`config.mk`:
```
export PLATFORM = sky130hd
export DESIGN_NAME = mem_access_ctrl_flat
export DESIGN_NICKNAME = d
export VERILOG_FILES = /design/src/rtl/mem_access_ctrl_if.sv /design/src/rtl/mem_access_ctrl.sv /design/src/flat_wrapper.sv
export SDC_FILE = /design/constraint.sdc
export NUM_CORES = 1
export LEC_CHECK = 0
export BUFFER_PORTS_ARGS = -buffer_cell sky130_fd_sc_hd__clkbuf_2
export CAP_MARGIN = 20
export CORE_ASPECT_RATIO = 0.7
export CORE_MARGIN = 1
export CORE_UTILIZATION = 49
export CTS_CLUSTER_SIZE = 14
export DETAILED_ROUTE_END_ITERATION = 12
export PLACE_DENSITY = 0.81
export SETUP_SLACK_MARGIN = 0.4
export SYNTH_ARGS = -nofsm -noshare
export SYNTH_HDL_FRONTEND = slang
export SYNTH_SLANG_ARGS = --single-unit
```
`constraint.sdc`:
```
create_clock -name clk -period 3.1 [get_ports clk]
set_input_delay 0.31 -clock clk [delete_from_list [all_inputs] [get_ports clk]]
set_output_delay 0.31 -clock clk [all_outputs]
set_load 0.01 [all_outputs]
```
`src/rtl/mem_access_ctrl_if.sv`:
```
// mem_access_ctrl_if: data-memory request/acknowledge bus between the
// load/store sequencer (master) and the data-memory port (slave).
interface mem_access_ctrl_if;
    logic        req;
    logic        we;
    logic [3:0]  wstrb;
    logic [31:0] addr;
    logic [31:0] wdata;
    logic        ack;
    logic [31:0] rdata;

    modport master (
        output req, we, wstrb, addr, wdata,
        input  ack, rdata
    );

    modport slave (
        input  req, we, wstrb, addr, wdata,
        output ack, rdata
    );
endinterface

```
`src/rtl/mem_access_ctrl.sv`:
```
// mem_access_ctrl: multi-cycle load/store sequencer between the MIPS MEM
// stage and the data-memory port. Drives a req/ack handshake with byte
// strobes, extends returned load data and holds stall while busy.
// Optional feature: define MEM_MISALIGN_EXC_EN to raise adel/ades on
// misaligned word/half accesses instead of silently aligning them.
module mem_access_ctrl #(
    parameter int TIMEOUT = 64
) (
    input  logic              clk,
    input  logic              resetn,
    input  logic              start,
    input  logic [2:0]        op,
    input  logic [31:0]       addr,
    input  logic [31:0]       wdata_in,
    input  logic              flush,
    output logic              stall,
    output logic              done,
    output logic [31:0]       rdata_out,
    output logic              adel,
    output logic              ades,
    output logic              bus_err,
    mem_access_ctrl_if.master dm
);
    localparam logic [1:0] S_IDLE = 2'd0;
    localparam logic [1:0] S_REQ  = 2'd1;
    localparam logic [1:0] S_FIN  = 2'd2;

    localparam logic [2:0] OP_LW  = 3'd0;
    localparam logic [2:0] OP_LH  = 3'd1;
    localparam logic [2:0] OP_LHU = 3'd2;
    localparam logic [2:0] OP_LB  = 3'd3;
    localparam logic [2:0] OP_LBU = 3'd4;
    localparam logic [2:0] OP_SW  = 3'd5;
    localparam logic [2:0] OP_SH  = 3'd6;
    localparam logic [2:0] OP_SB  = 3'd7;

    localparam logic [7:0] CNT_LAST = 8'(TIMEOUT - 1);

    logic [1:0]  state;
    logic [7:0]  cnt;
    logic        kill;
    logic        err_adel;
    logic        err_ades;
    logic        err_bus;

    // Transaction operands: no reset, every output use is gated by state.
    logic [2:0]  op_q;
    logic [31:0] addr_q;
    logic [31:0] wdata_q;
    logic [31:0] rdata_q;

    logic        accept;
    logic        misalign;
    logic [31:0] addr_eff;

    function automatic logic is_store(input logic [2:0] o);
        return o >= OP_SW;
    endfunction

    function automatic logic misaligned(input logic [2:0] o, input logic [31:0] a);
        case (o)
            OP_LW, OP_SW:          return a[1:0] != 2'b00;
            OP_LH, OP_LHU, OP_SH:  return a[0];
            default:               return 1'b0;
        endcase
    endfunction

    function automatic logic [31:0] force_align(input logic [2:0] o, input logic [31:0] a);
        case (o)
            OP_LW, OP_SW:          return {a[31:2], 2'b00};
            OP_LH, OP_LHU, OP_SH:  return {a[31:1], 1'b0};
            default:               return a;
        endcase
    endfunction

    function automatic logic [3:0] strobe(input logic [2:0] o, input logic [1:0] a2);
        case (o)
            OP_SW:   return 4'b1111;
            OP_SH:   return a2[1] ? 4'b1100 : 4'b0011;
            OP_SB:   return 4'b0001 << a2;
            default: return 4'b0000;
        endcase
    endfunction

    // Stores replicate the source across all lanes; strobes pick the lane.
    function automatic logic [31:0] store_data(input logic [2:0] o, input logic [31:0] w);
        case (o)
            OP_SW:   return w;
            OP_SH:   return {2{w[15:0]}};
            OP_SB:   return {4{w[7:0]}};
            default: return 32'd0;
        endcase
    endfunction

    function automatic logic [31:0] load_extend(input logic [2:0] o, input logic [1:0] a2,
                                                input logic [31:0] d);
        logic        [7:0]  b;
        logic        [15:0] h;
        logic signed [7:0]  sb;
        logic signed [15:0] sh;
        b  = d[{a2, 3'b000} +: 8];
        h  = a2[1] ? d[31:16] : d[15:0];
        sb = b;
        sh = h;
        case (o)
            OP_LW:   return d;
            OP_LH:   return 32'(sh);
            OP_LHU:  return {16'd0, h};
            OP_LB:   return 32'(sb);
            OP_LBU:  return {24'd0, b};
            default: return 32'd0;
        endcase
    endfunction

`ifdef MEM_MISALIGN_EXC_EN
    assign misalign = misaligned(op, addr);
    assign addr_eff = addr;
`else
    assign misalign = 1'b0;
    assign addr_eff = force_align(op, addr);
`endif

    assign accept = (state == S_IDLE) && start && !flush;

    // Control FSM: sequencing, timeout counter, kill and error flags.
    always_ff @(posedge clk or negedge resetn) begin
        if (!resetn) begin
            state    <= S_IDLE;
            cnt      <= 8'd0;
            kill     <= 1'b0;
            err_adel <= 1'b0;
            err_ades <= 1'b0;
            err_bus  <= 1'b0;
        end else begin
            case (state)
                S_IDLE: begin
                    if (accept) begin
                        cnt     <= 8'd0;
                        kill    <= 1'b0;
                        err_bus <= 1'b0;
                        if (misalign) begin
                            state    <= S_FIN;
                            err_adel <= !is_store(op);
                            err_ades <= is_store(op);
                        end else begin
                            state    <= S_REQ;
                            err_adel <= 1'b0;
                            err_ades <= 1'b0;
                        end
                    end
                end
                S_REQ: begin
                    // A flush cannot retract an issued request; it only
                    // suppresses the completion reported to the pipeline.
                    if (flush) kill <= 1'b1;
                    if (dm.ack) begin
                        state <= S_FIN;
                    end else if (cnt == CNT_LAST) begin
                        state   <= S_FIN;
                        err_bus <= 1'b1;
                    end else begin
                        cnt <= cnt + 8'd1;
                    end
                end
                S_FIN: begin
                    state    <= S_IDLE;
                    cnt      <= 8'd0;
                    kill     <= 1'b0;
                    err_adel <= 1'b0;
                    err_ades <= 1'b0;
                    err_bus  <= 1'b0;
                end
                default: state <= S_IDLE;
            endcase
        end
    end

    // Operand capture on accept; extended load data latched on ack.
    always_ff @(posedge clk) begin
        if (accept) begin
            op_q    <= op;
            addr_q  <= addr_eff;
            wdata_q <= wdata_in;
            rdata_q <= 32'd0;
        end else if ((state == S_REQ) && dm.ack) begin
            rdata_q <= is_store(op_q) ? 32'd0 : load_extend(op_q, addr_q[1:0], dm.rdata);
        end
    end

    // Output decode: bus fields only while requesting, results only on done.
    always_comb begin
        stall     = accept || (state == S_REQ);
        done      = (state == S_FIN) && !kill;
        adel      = done && err_adel;
        ades      = done && err_ades;
        bus_err   = done && err_bus;
        rdata_out = done ? rdata_q : 32'd0;
        dm.req    = (state == S_REQ);
        dm.we     = 1'b0;
        dm.wstrb  = 4'b0000;
        dm.addr   = 32'd0;
        dm.wdata  = 32'd0;
        if (state == S_REQ) begin
            dm.we    = is_store(op_q);
            dm.wstrb = strobe(op_q, addr_q[1:0]);
            dm.addr  = {addr_q[31:2], 2'b00};
            dm.wdata = store_data(op_q, wdata_q);
        end
    end
endmodule

```
`src/flat_wrapper.sv`:
```
// flat-port wrapper written by rule: the top's interface ports become plain ports
module mem_access_ctrl_flat 
#(
    parameter int TIMEOUT = 64
)
  (clk, resetn, start, op, addr, wdata_in, flush, stall, done, rdata_out, adel, ades, bus_err, dm_req, dm_we, dm_wstrb, dm_addr, dm_wdata, dm_ack, dm_rdata);
  mem_access_ctrl_if dm_i ();
  input  logic clk;
  input  logic resetn;
  input  logic start;
  input  logic [2:0] op;
  input  logic [31:0] addr;
  input  logic [31:0] wdata_in;
  input  logic flush;
  output logic stall;
  output logic done;
  output logic [31:0] rdata_out;
  output logic adel;
  output logic ades;
  output logic bus_err;
  output wire logic [$bits(dm_i.req)-1:0] dm_req;
  output wire logic [$bits(dm_i.we)-1:0] dm_we;
  output wire logic [$bits(dm_i.wstrb)-1:0] dm_wstrb;
  output wire logic [$bits(dm_i.addr)-1:0] dm_addr;
  output wire logic [$bits(dm_i.wdata)-1:0] dm_wdata;
  input wire logic [$bits(dm_i.ack)-1:0] dm_ack;
  input wire logic [$bits(dm_i.rdata)-1:0] dm_rdata;
  assign dm_req = dm_i.req;
  assign dm_we = dm_i.we;
  assign dm_wstrb = dm_i.wstrb;
  assign dm_addr = dm_i.addr;
  assign dm_wdata = dm_i.wdata;
  assign dm_i.ack = dm_ack;
  assign dm_i.rdata = dm_rdata;
  mem_access_ctrl #(.TIMEOUT(TIMEOUT)) u_core (.clk(clk), .resetn(resetn), .start(start), .op(op), .addr(addr), .wdata_in(wdata_in), .flush(flush), .stall(stall), .done(done), .rdata_out(rdata_out), .adel(adel), .ades(ades), .bus_err(bus_err), .dm(dm_i));
endmodule
```
Yosys cells after proc, flatten, opt, wreduce, memory -nomap -nowiden:

Cells that the tools add are included.

* register bits after elaboration: 112
* input port bits: 104
* logic and storage cells: 81

* $lt $le $gt $ge: 1
* add/subtract/negate cells: 1
* reductions and logical operators: 21
* multiplexer cells: 27
* equality and inequality tests: 20
* shift-type cells: 2

Operator list (count)
* $pmux W32 S5: 1
* $mux W32: 4
* $pmux W32 S3: 1
* $shiftx A32 B6 Y8: 1
* $mux W8: 3
* $pmux W8 S3: 1
* $eq A3 B3 Y1 const B: 6
* $mux W16: 1
* $pmux W4 S3: 1
* $eq A3 B2 Y1 const B: 3
* $add A8 B1 Y8 const B: 1
* $eq A8 B6 Y1 const B: 1
* $mux W4: 2
* $pmux W2 S2: 2
* $reduce_and A4 Y1: 2
* $eq A3 B1 Y1 const B: 2
* $logic_and A1 B1 Y1: 6
* $logic_not A3 Y1: 2
* $mux W2: 3
* $ne A2 B2 Y1 const B: 3
* $pmux W1 S3: 2
* $mux W1: 5
* $ne A2 B1 Y1 const B: 2
* $reduce_and A2 Y1: 2
* other kinds (14): 15

Depth between registers and ports, before layout:

Gate-level depths: netlist of run 1.

* word-level depth: 5
* depth in mapped cells: 7

Worst setup path before layout of run 1:

OpenSTA, ideal clock, no wires.

* path type: in2reg
* start: input start
* end: register u_core.rdata_q[7]
* data arrival time: 2.694 ns
* setup slack: 0.284 ns
* data required time: 2.977 ns
* buffers on the path: 1
* stages: 6
* cell sequence: nor2b_1 nand3_1 inv_1 a21oi_2 clkbuf_1 a221o_2

* word-level cells in the longest chain between the ends: 2

RTL lines
* start, declared: line flat_wrapper.sv:10 `input logic start;`
* $logic_and A1 B1 Y1 (2 in a row): line mem_access_ctrl.sv:123 `assign accept = (state == S_IDLE) && start && !flush;`
* via u_core.accept: line mem_access_ctrl.sv:52 `logic accept;`
* end signal, assigned: line mem_access_ctrl.sv:186 `rdata_q <= is_store(op_q) ? 32'd0 : load_extend(op_q, addr_q[1:0], dm.rdata);`
* end, declared: line mem_access_ctrl.sv:50 `logic [31:0] rdata_q;`

The timed path passes the listed nets, and every way through them passes these cells.
A chain may end at the register's enable or synchronous reset.

Worst setup path in the final report of run 1:

* start: register u_core.state[0]
* end: output dm_wdata[5]

* word-level cells in the longest chain between the ends: 2

RTL lines
* start, declared: line mem_access_ctrl.sv:39 `logic [1:0] state;`
* start signal, assigned: line mem_access_ctrl.sv:128 `state <= S_IDLE;`
* start signal, assigned: line mem_access_ctrl.sv:142 `state <= S_FIN;`
* start signal, assigned: line mem_access_ctrl.sv:146 `state <= S_REQ;`
* $eq A2 B1 Y1: line mem_access_ctrl.sv:203 `if (state == S_REQ) begin`
* $mux W32: line mem_access_ctrl.sv:203
* end, declared: line flat_wrapper.sv:25 `output wire logic [$bits(dm_i.wdata)-1:0] dm_wdata;`

No other way between the ends.

==> results of run 1 <==
timing repair:
item,in CTS,in global routing
pin swaps,0,0
hold buffers,1,0
cloned,0,1
gates resized for setup,3,2
endpoints found under the setup margin,13,32
setup buffers,1,1
endpoints found under the hold margin,12,0
metal layers:
layer  vias up  part of all wire  wire length, um
li1       2126                 -                -
met1      2138              0.41             5700
met3        23             0.092             1280
met4         0             0.014              194
met2       250              0.49             6780
met5         -                 0                0
metrics by stage:
stage / cells / util
6_report: 818 / 0.647
3_5_place_dp: 798 / 0.615
5_1_grt: 818 / 0.647
4_1_cts: 816 / 0.644
3_3_place_gp: 798 / 0.615
2_1_floorplan: 485 / -
worst max-delay path, cell delays in order (launching register included):
cell	delay, ns
dfrtp_1	0.51
nand2_4	0.17
clkinv_8	0.13
nand2_1	0.06
buf_4	0.21
or2_2	0.36
inv_2	0.15
and2_1	0.16
clkbuf_2	0.13
synth_stat cells (all sizes together), types with 3 or more instances:
| cell | count | area (um2) |
|---|---|---|
| a21oi | 48 | 244 |
| mux4 | 8 | 206 |
| dfxtp | 32 | 641 |
| clkbuf | 20 | 75.1 |
| a211o | 7 | 61.3 |
| inv | 7 | 28.8 |
| nor2b | 19 | 119 |
| edfxtp | 67 | 2010 |
| nand2b | 3 | 18.8 |
| o21a | 3 | 22.5 |
| nand3 | 5 | 25.0 |
| a221o | 24 | 241 |
| o21ai | 25 | 125 |
| nor2 | 20 | 75.1 |
| nor3 | 4 | 30.0 |
| mux2i | 4 | 40.0 |
| dfrtp | 12 | 300 |
| and2 | 79 | 494 |
| nand2 | 55 | 209 |
| buf | 12 | 86.3 |
how the worst max path moves through the flow:
stage | startpoint | endpoint | slack [ns] | cells after the start
CTS | u_core.op_q[0] | dm_wdata[28] | 0.46 | 4
global placement | u_core.state[1] | dm_wdata[7] | 0.79 | 9
global route | u_core.state[1] | dm_wdata[5] | 0.40 | 9
finish | u_core.state[0] | dm_wdata[5] | 0.55 | 8
floorplan | u_core.state[0] | u_core.rdata_q[7] | 0.62 | 6
detailed placement | u_core.state[1] | dm_wdata[5] | 0.71 | 9
sequential cells by signal (all words and copies together) (netlist names):
name	flops
u_core.rdata_q	32
u_core.wdata_q	32
u_core.err_bus	1
u_core.cnt	8
u_core.state	2
u_core.addr_q	32
u_core.kill	1
u_core.op_q	3
cell type report:
class | count | area [um2] | area share
clock inverter | 7 | 60.1 | 0.00889
sequential | 111 | 2950 | 0.437
clock buffer | 9 | 225 | 0.0333
inverter | 7 | 42.5 | 0.00630
tap | 132 | 165 | 0.0245
timing repair buffer | 216 | 1110 | 0.165
timing repair inverter | 1 | 8.76 | 0.00130
multi-input combinational | 335 | 2190 | 0.324
kinds of logic (layout without fill, tap and decap cells):
group           Yosys count  count (layout)  share of synthesized area
simple gates            199             199                      0.207
compound gates          117             117                      0.148
flops                   111             111                      0.556
buf+inv                  39             240                     0.0358
mux                      13              13                     0.0486
fa+ha+maj                 1               1                    0.00236
other cells               1               4                   0.000706
xor+xnor                  1               1                    0.00165
power groups by stage:
stage	Sequential, mW	Combinational (mW)	Clock, mW
floorplan	1.77	0.334	0
global placement	1.80	0.506	0
detailed placement	1.81	0.524	0
CTS	1.77	0.535	1.15
global route	1.79	0.595	1.20
finish	1.78	0.545	1.12
==> metrics.txt, run 1 <==
final WL=14.0 mm; combinational power share=0.158; M3 GR Usage=0.0628; Slew headroom=0.306; Post-Synthesis Cell Area=5310 um2; Hold Path End=u_core.wdata_q[11]; clock share of power=0.326; synthesized area per cell=11.0 um2; post-synthesis sequential area ratio=0.556; filler instances=856; DIE WIDTH=126 um; Remaining DRCs=0; setup repair after global routing missed its margin=false; WL per Instance=17.1 um; Core Area=10,400 um2; Seq cells post-synth=111; R2R Setup Slk=0.92 ns; Final ANT Viol Nets=0; First DRT Iteration DRCs=332; Final Hold Fails=0; Slew Limit Fails=0; prevailing post-synth register cell=edfxtp_1; Reg-to-Reg End=u_core.rdata_q[17]; final clock skew=0.00652 ns; Skew-Pair Late Insertion Delay=0.36 ns; worst slack, placed=0.705 ns; Cells after Synth=482; GP Congestion=0.861; commonest non-fill, non-tap cells in the layout=clkbuf_2 (206), and2_1 (79), edfxtp_1 (67), nand2_1 (54), a21oi_1 (47); Worst-Margin Slew=1.03 ns; depth of the most critical reg-to-reg path=6; Die Footprint=11,300 um2; grt ovf=0; # clock sinks=111; Hold Crit Start=wdata_in[11]; post-synthesis cell type count=57; CP Data Arrival Time=2.24 ns; global routing usage on met2=0.416; Design Power=3.44 mW; final instance area=6750 um2; largest net degree at the start of global routing=38; sw power=0.943 mW; worst vdd ir=0.349 mV; starting density of the core=0.509; Clock Tree Root=clkbuf_16; number of port buffers=206; Post-synth EDFFs=67; H-tree levels=3; layout cells sized above 1=0.364; initial antenna violation count=0; post-DP HPWL=10.1 mm; gr busiest metal=met2; DR vias=4,537; clock-pin slew on the worst setup and hold paths=0.08 ns; Setup crit start kind=register; final net count=786; final worst path period share=0.822; Total Routing Usage GR=0.245; DRT Pass-1 Iters=5; post-layout min period=2.55 ns; CP endpoint kind=output port; vias in the first global route=4,110; worst hold path type=in -> reg; most common cell after layout, fill and taps aside=clkbuf_2; hold path depth=1; Inserted Clock Buffers=9; fmax=393 MHz; Setup TNS=0 ns; Layout area overhead=27.2%; CTS tree=done; asr flop ratio synth=0.108; met1 usage=0.312; crit-path max FO=25; IO Pins=211; max-cap violations=0; post-DR vias/cell=5.55; final worst slack=0.553 ns; critical setup path kind=reg -> out; row count=31; Synth Warn #=0; required time worst endpoint=2.79 ns; diode count=0; Clock Tree Buf Depth=2; sw frac=0.274; Int Power=2.50 mW; r2r startpoint=u_core.state[0]; die height=89.1 um; outcome=completed; first-pass GRT wire length=20.8 mm; final setup fails=0; DP Area=6420 um2; sequential share of power=0.515; final hold slack=0.123 ns; power per standard cell area=510 nW/um2; Leak=3.05 nW
Power figures use the tool's default switching activity.
==> run 2, diff against run 1 <==
--- a/config.mk
+++ b/config.mk
@@ -5,14 +5,15 @@
 export SDC_FILE = /design/constraint.sdc
 export NUM_CORES = 1
 export LEC_CHECK = 0
+export ABC_AREA = 1
 export BUFFER_PORTS_ARGS = -buffer_cell sky130_fd_sc_hd__clkbuf_2
 export CAP_MARGIN = 20
 export CORE_ASPECT_RATIO = 0.7
 export CORE_MARGIN = 1
-export CORE_UTILIZATION = 49
+export CORE_UTILIZATION = 50
 export CTS_CLUSTER_SIZE = 14
 export DETAILED_ROUTE_END_ITERATION = 12
-export PLACE_DENSITY = 0.81
+export PLACE_DENSITY = 0.8
 export SETUP_SLACK_MARGIN = 0.4
 export SYNTH_ARGS = -nofsm -noshare
 export SYNTH_HDL_FRONTEND = slang
==> constraint.sdc (replaced) <==
create_clock -name clk -period 2.45 [get_ports clk]
set_input_delay 0.245 -clock clk [delete_from_list [all_inputs] [get_ports clk]]
set_output_delay 0.245 -clock clk [all_outputs]
set_load 0.01 [all_outputs]
==> run 2 against run 1 <==
Effect of this change:
- worst setup slack got worse by 0.17 ns
- die area increased by 8.6%
- clock power rose by 30%
- clock skew increased by 0.0018 ns
- core utilization rose by 3.0 points
==> metrics.txt, run 2 <==
outcome=completed; main combinational cell family by area after synthesis=simple AND/OR/NAND/NOR gates; number of port buffers=206; worst hold path type=in -> reg; Post-synth EDFFs=67; Synth area leaders=edfxtp_1 (34%), nand2_1 (15%), dfxtp_1 (11%); first-pass GRT wire length=24.0 mm; synthesized area per cell=7.34 um2; Leak=3.92 nW; most numerous cell in the Yosys netlist=nand2_1; Inserted Clock Buffers=9; fmax=484 MHz; Synth Area in Compound Gates=0.0877; starting density of the core=0.524; DRT Pass-1 Iters=5; Synth Area in Adders=0.00212; worst vdd ir=0.401 mV; GP Congestion=0.981; post-layout min period=2.07 ns; First DRT Iteration DRCs=560; family with the most delay on the worst path=buffers and inverters; Slew Limit Fails=0; cell taking the most area after synthesis=edfxtp_1; H-tree levels=3; Post-Synthesis Cell Area=5890 um2; post-synthesis cell type count=34; Clock Tree Buf Depth=2; final WL=15.7 mm; Worst-Margin Slew=0.619 ns; post-synth top area share=0.341; Final ANT Viol Nets=0; largest net degree at the start of global routing=33; clock-pin slew on the worst setup and hold paths=0.08 ns; required time worst endpoint=2.20 ns; Cells after Synth=803; Core Area=11,300 um2; final worst slack=0.384 ns; CP endpoint kind=output port; grt ovf=0; Synth Warn #=0; Regs by FF count=u_core.addr_q x32, u_core.rdata_q x32, u_core.wdata_q x32; Setup TNS=0 ns; critical setup path kind=reg -> out; power per standard cell area=599 nW/um2; Final Hold Fails=0; initial antenna violation count=0; DIE WIDTH=132 um; Skew-Pair Late Insertion Delay=0.35 ns; CP bufs+invs=4; Synth Area in Simple Gates=0.286; Commonest cells post-synth=nand2_1 (243), inv_1 (130), nor2_1 (110); Setup crit start kind=register; final setup fails=0; DR vias=5,788; Max stage delay on crit path=0.47 ns; CTS tree=done; final clock skew=0.00832 ns; WL per Instance=13.4 um; Seq cells post-synth=111; prevailing post-synth register cell=edfxtp_1; final worst path period share=0.843; Total Routing Usage GR=0.248; Synth Area in XOR/XNOR=0.00297; vias in the first global route=4,959; most common cell after layout, fill and taps aside=nand2_1; crit-path max FO=6; worst slack, placed=0.619 ns; setup repair after global routing missed its margin=true; CP max-delay cell=edfxtp_1; row count=32; asr flop ratio synth=0.108; Remaining DRCs=0; layout cells sized above 1=0.293; max-cap violations=0; Die Footprint=12,200 um2; CP Data Arrival Time=1.82 ns; IO Pins=211; Slew headroom=0.585; die height=92.8 um; final instance area=7620 um2; multiplexer area fraction after synthesis=0; DP Area=7080 um2; CP Cell Sequence=buf_4, nor3_4, buf_6, buf_8, nand2_1, a21oi_1, buf_2; post-DP HPWL=11.4 mm; post-synthesis sequential area ratio=0.501; diode count=0; # clock sinks=111; filler instances=976; commonest non-fill, non-tap cells in the layout=nand2_1 (232), clkbuf_2 (192), inv_1 (125), nor2_1 (109), edfxtp_1 (67); Layout area overhead=29.2%; post-DR vias/cell=4.94; final net count=1,118; Clock Tree Root=clkbuf_16
-- run 2: changes by cell type after synthesis, moves of 23 or more --
cell     before  now
inv_1         4  130
and2_1       79    0
nor2_1       20  110
a221o_1      23    0
nand3_1       5   45
nand2_1      54  243
-- run 2: worst paths after layout --
kind                       slack [ns]            endpoint          startpoint  depth (start not counted)
max                              0.38        dm_wdata[16]      u_core.op_q[1]                          7
min                              0.07  u_core.wdata_q[17]        wdata_in[17]                          1
max reg2reg                      0.52   u_core.rdata_q[0]      u_core.op_q[2]                          9
min reg2reg                      0.47  u_core.rdata_q[12]  u_core.rdata_q[12]                          2
max in group asynchronous        1.88     u_core.state[1]              resetn                          2
min in group asynchronous        0.32       u_core.cnt[6]              resetn                          2
-- run 2: per-stage QoR --
| stage | hold WS [ns] | util | total power [mW] | instances |
|---|---|---|---|---|
| after floorplan | -0.0506 | - | 2.77 | 806 |
| final | 0.0661 | 0.677 | 4.56 | 1171 |
| after detailed placement | 0.148 | 0.629 | 3.09 | 1142 |
| after global placement | 0.148 | 0.629 | 3.07 | 1142 |
| after CTS | 0.0611 | 0.657 | 4.54 | 1159 |
| after global routing | 0.0517 | 0.677 | 4.78 | 1171 |
-- run 2: power breakdown --
group | switching (mW) | leakage (nW) | internal (mW)
Combinational | 0.552 | 2.74 | 0.321
Sequential | 0.0814 | 1.04 | 2.14
Clock | 0.719 | 0.144 | 0.744
Total | 1.35 | 3.92 | 3.21
-- run 2: kinds of logic (layout without fill, tap and decap cells) --
family,after synthesis,in the layout
buf+inv,173,385
compound gates,97,97
simple gates,418,418
xor+xnor,2,2
other cells,1,4
fa+ha+maj,1,1
flops,111,111
-- run 2: final cells by class --
type	instances	area (um2)	share of cell area
Sequential cell	111	2950	0.388
Multi-Input combinational cell	522	2350	0.309
Timing Repair Buffer	236	1310	0.172
Inverter	133	507	0.0665
Clock buffer	10	239	0.0314
Tap cell	153	191	0.0251
Clock inverter	6	61.3	0.00805
-- run 2: what timing repair did --
item | CTS | global route
hold buffers | 1 | 0
hold endpoints to repair | 12 | 0
pin swaps | 0 | 7
cloned | 0 | 3
gates resized for setup | 4 | 59
setup buffers | 0 | 9
endpoints found under the setup margin | 28 | 82
-- run 2: metal layers --
layer / track usage / wire length, um / share of wire / up-vias
met1: 0.349 / 7020 / 0.45 / 2565
met4: 0.0862 / 290 / 0.018 / 0
met3: 0.0525 / 1460 / 0.093 / 29
met5: 0 / 0 / 0 / -
met2: 0.379 / 6970 / 0.44 / 291
li1: - / - / - / 2903
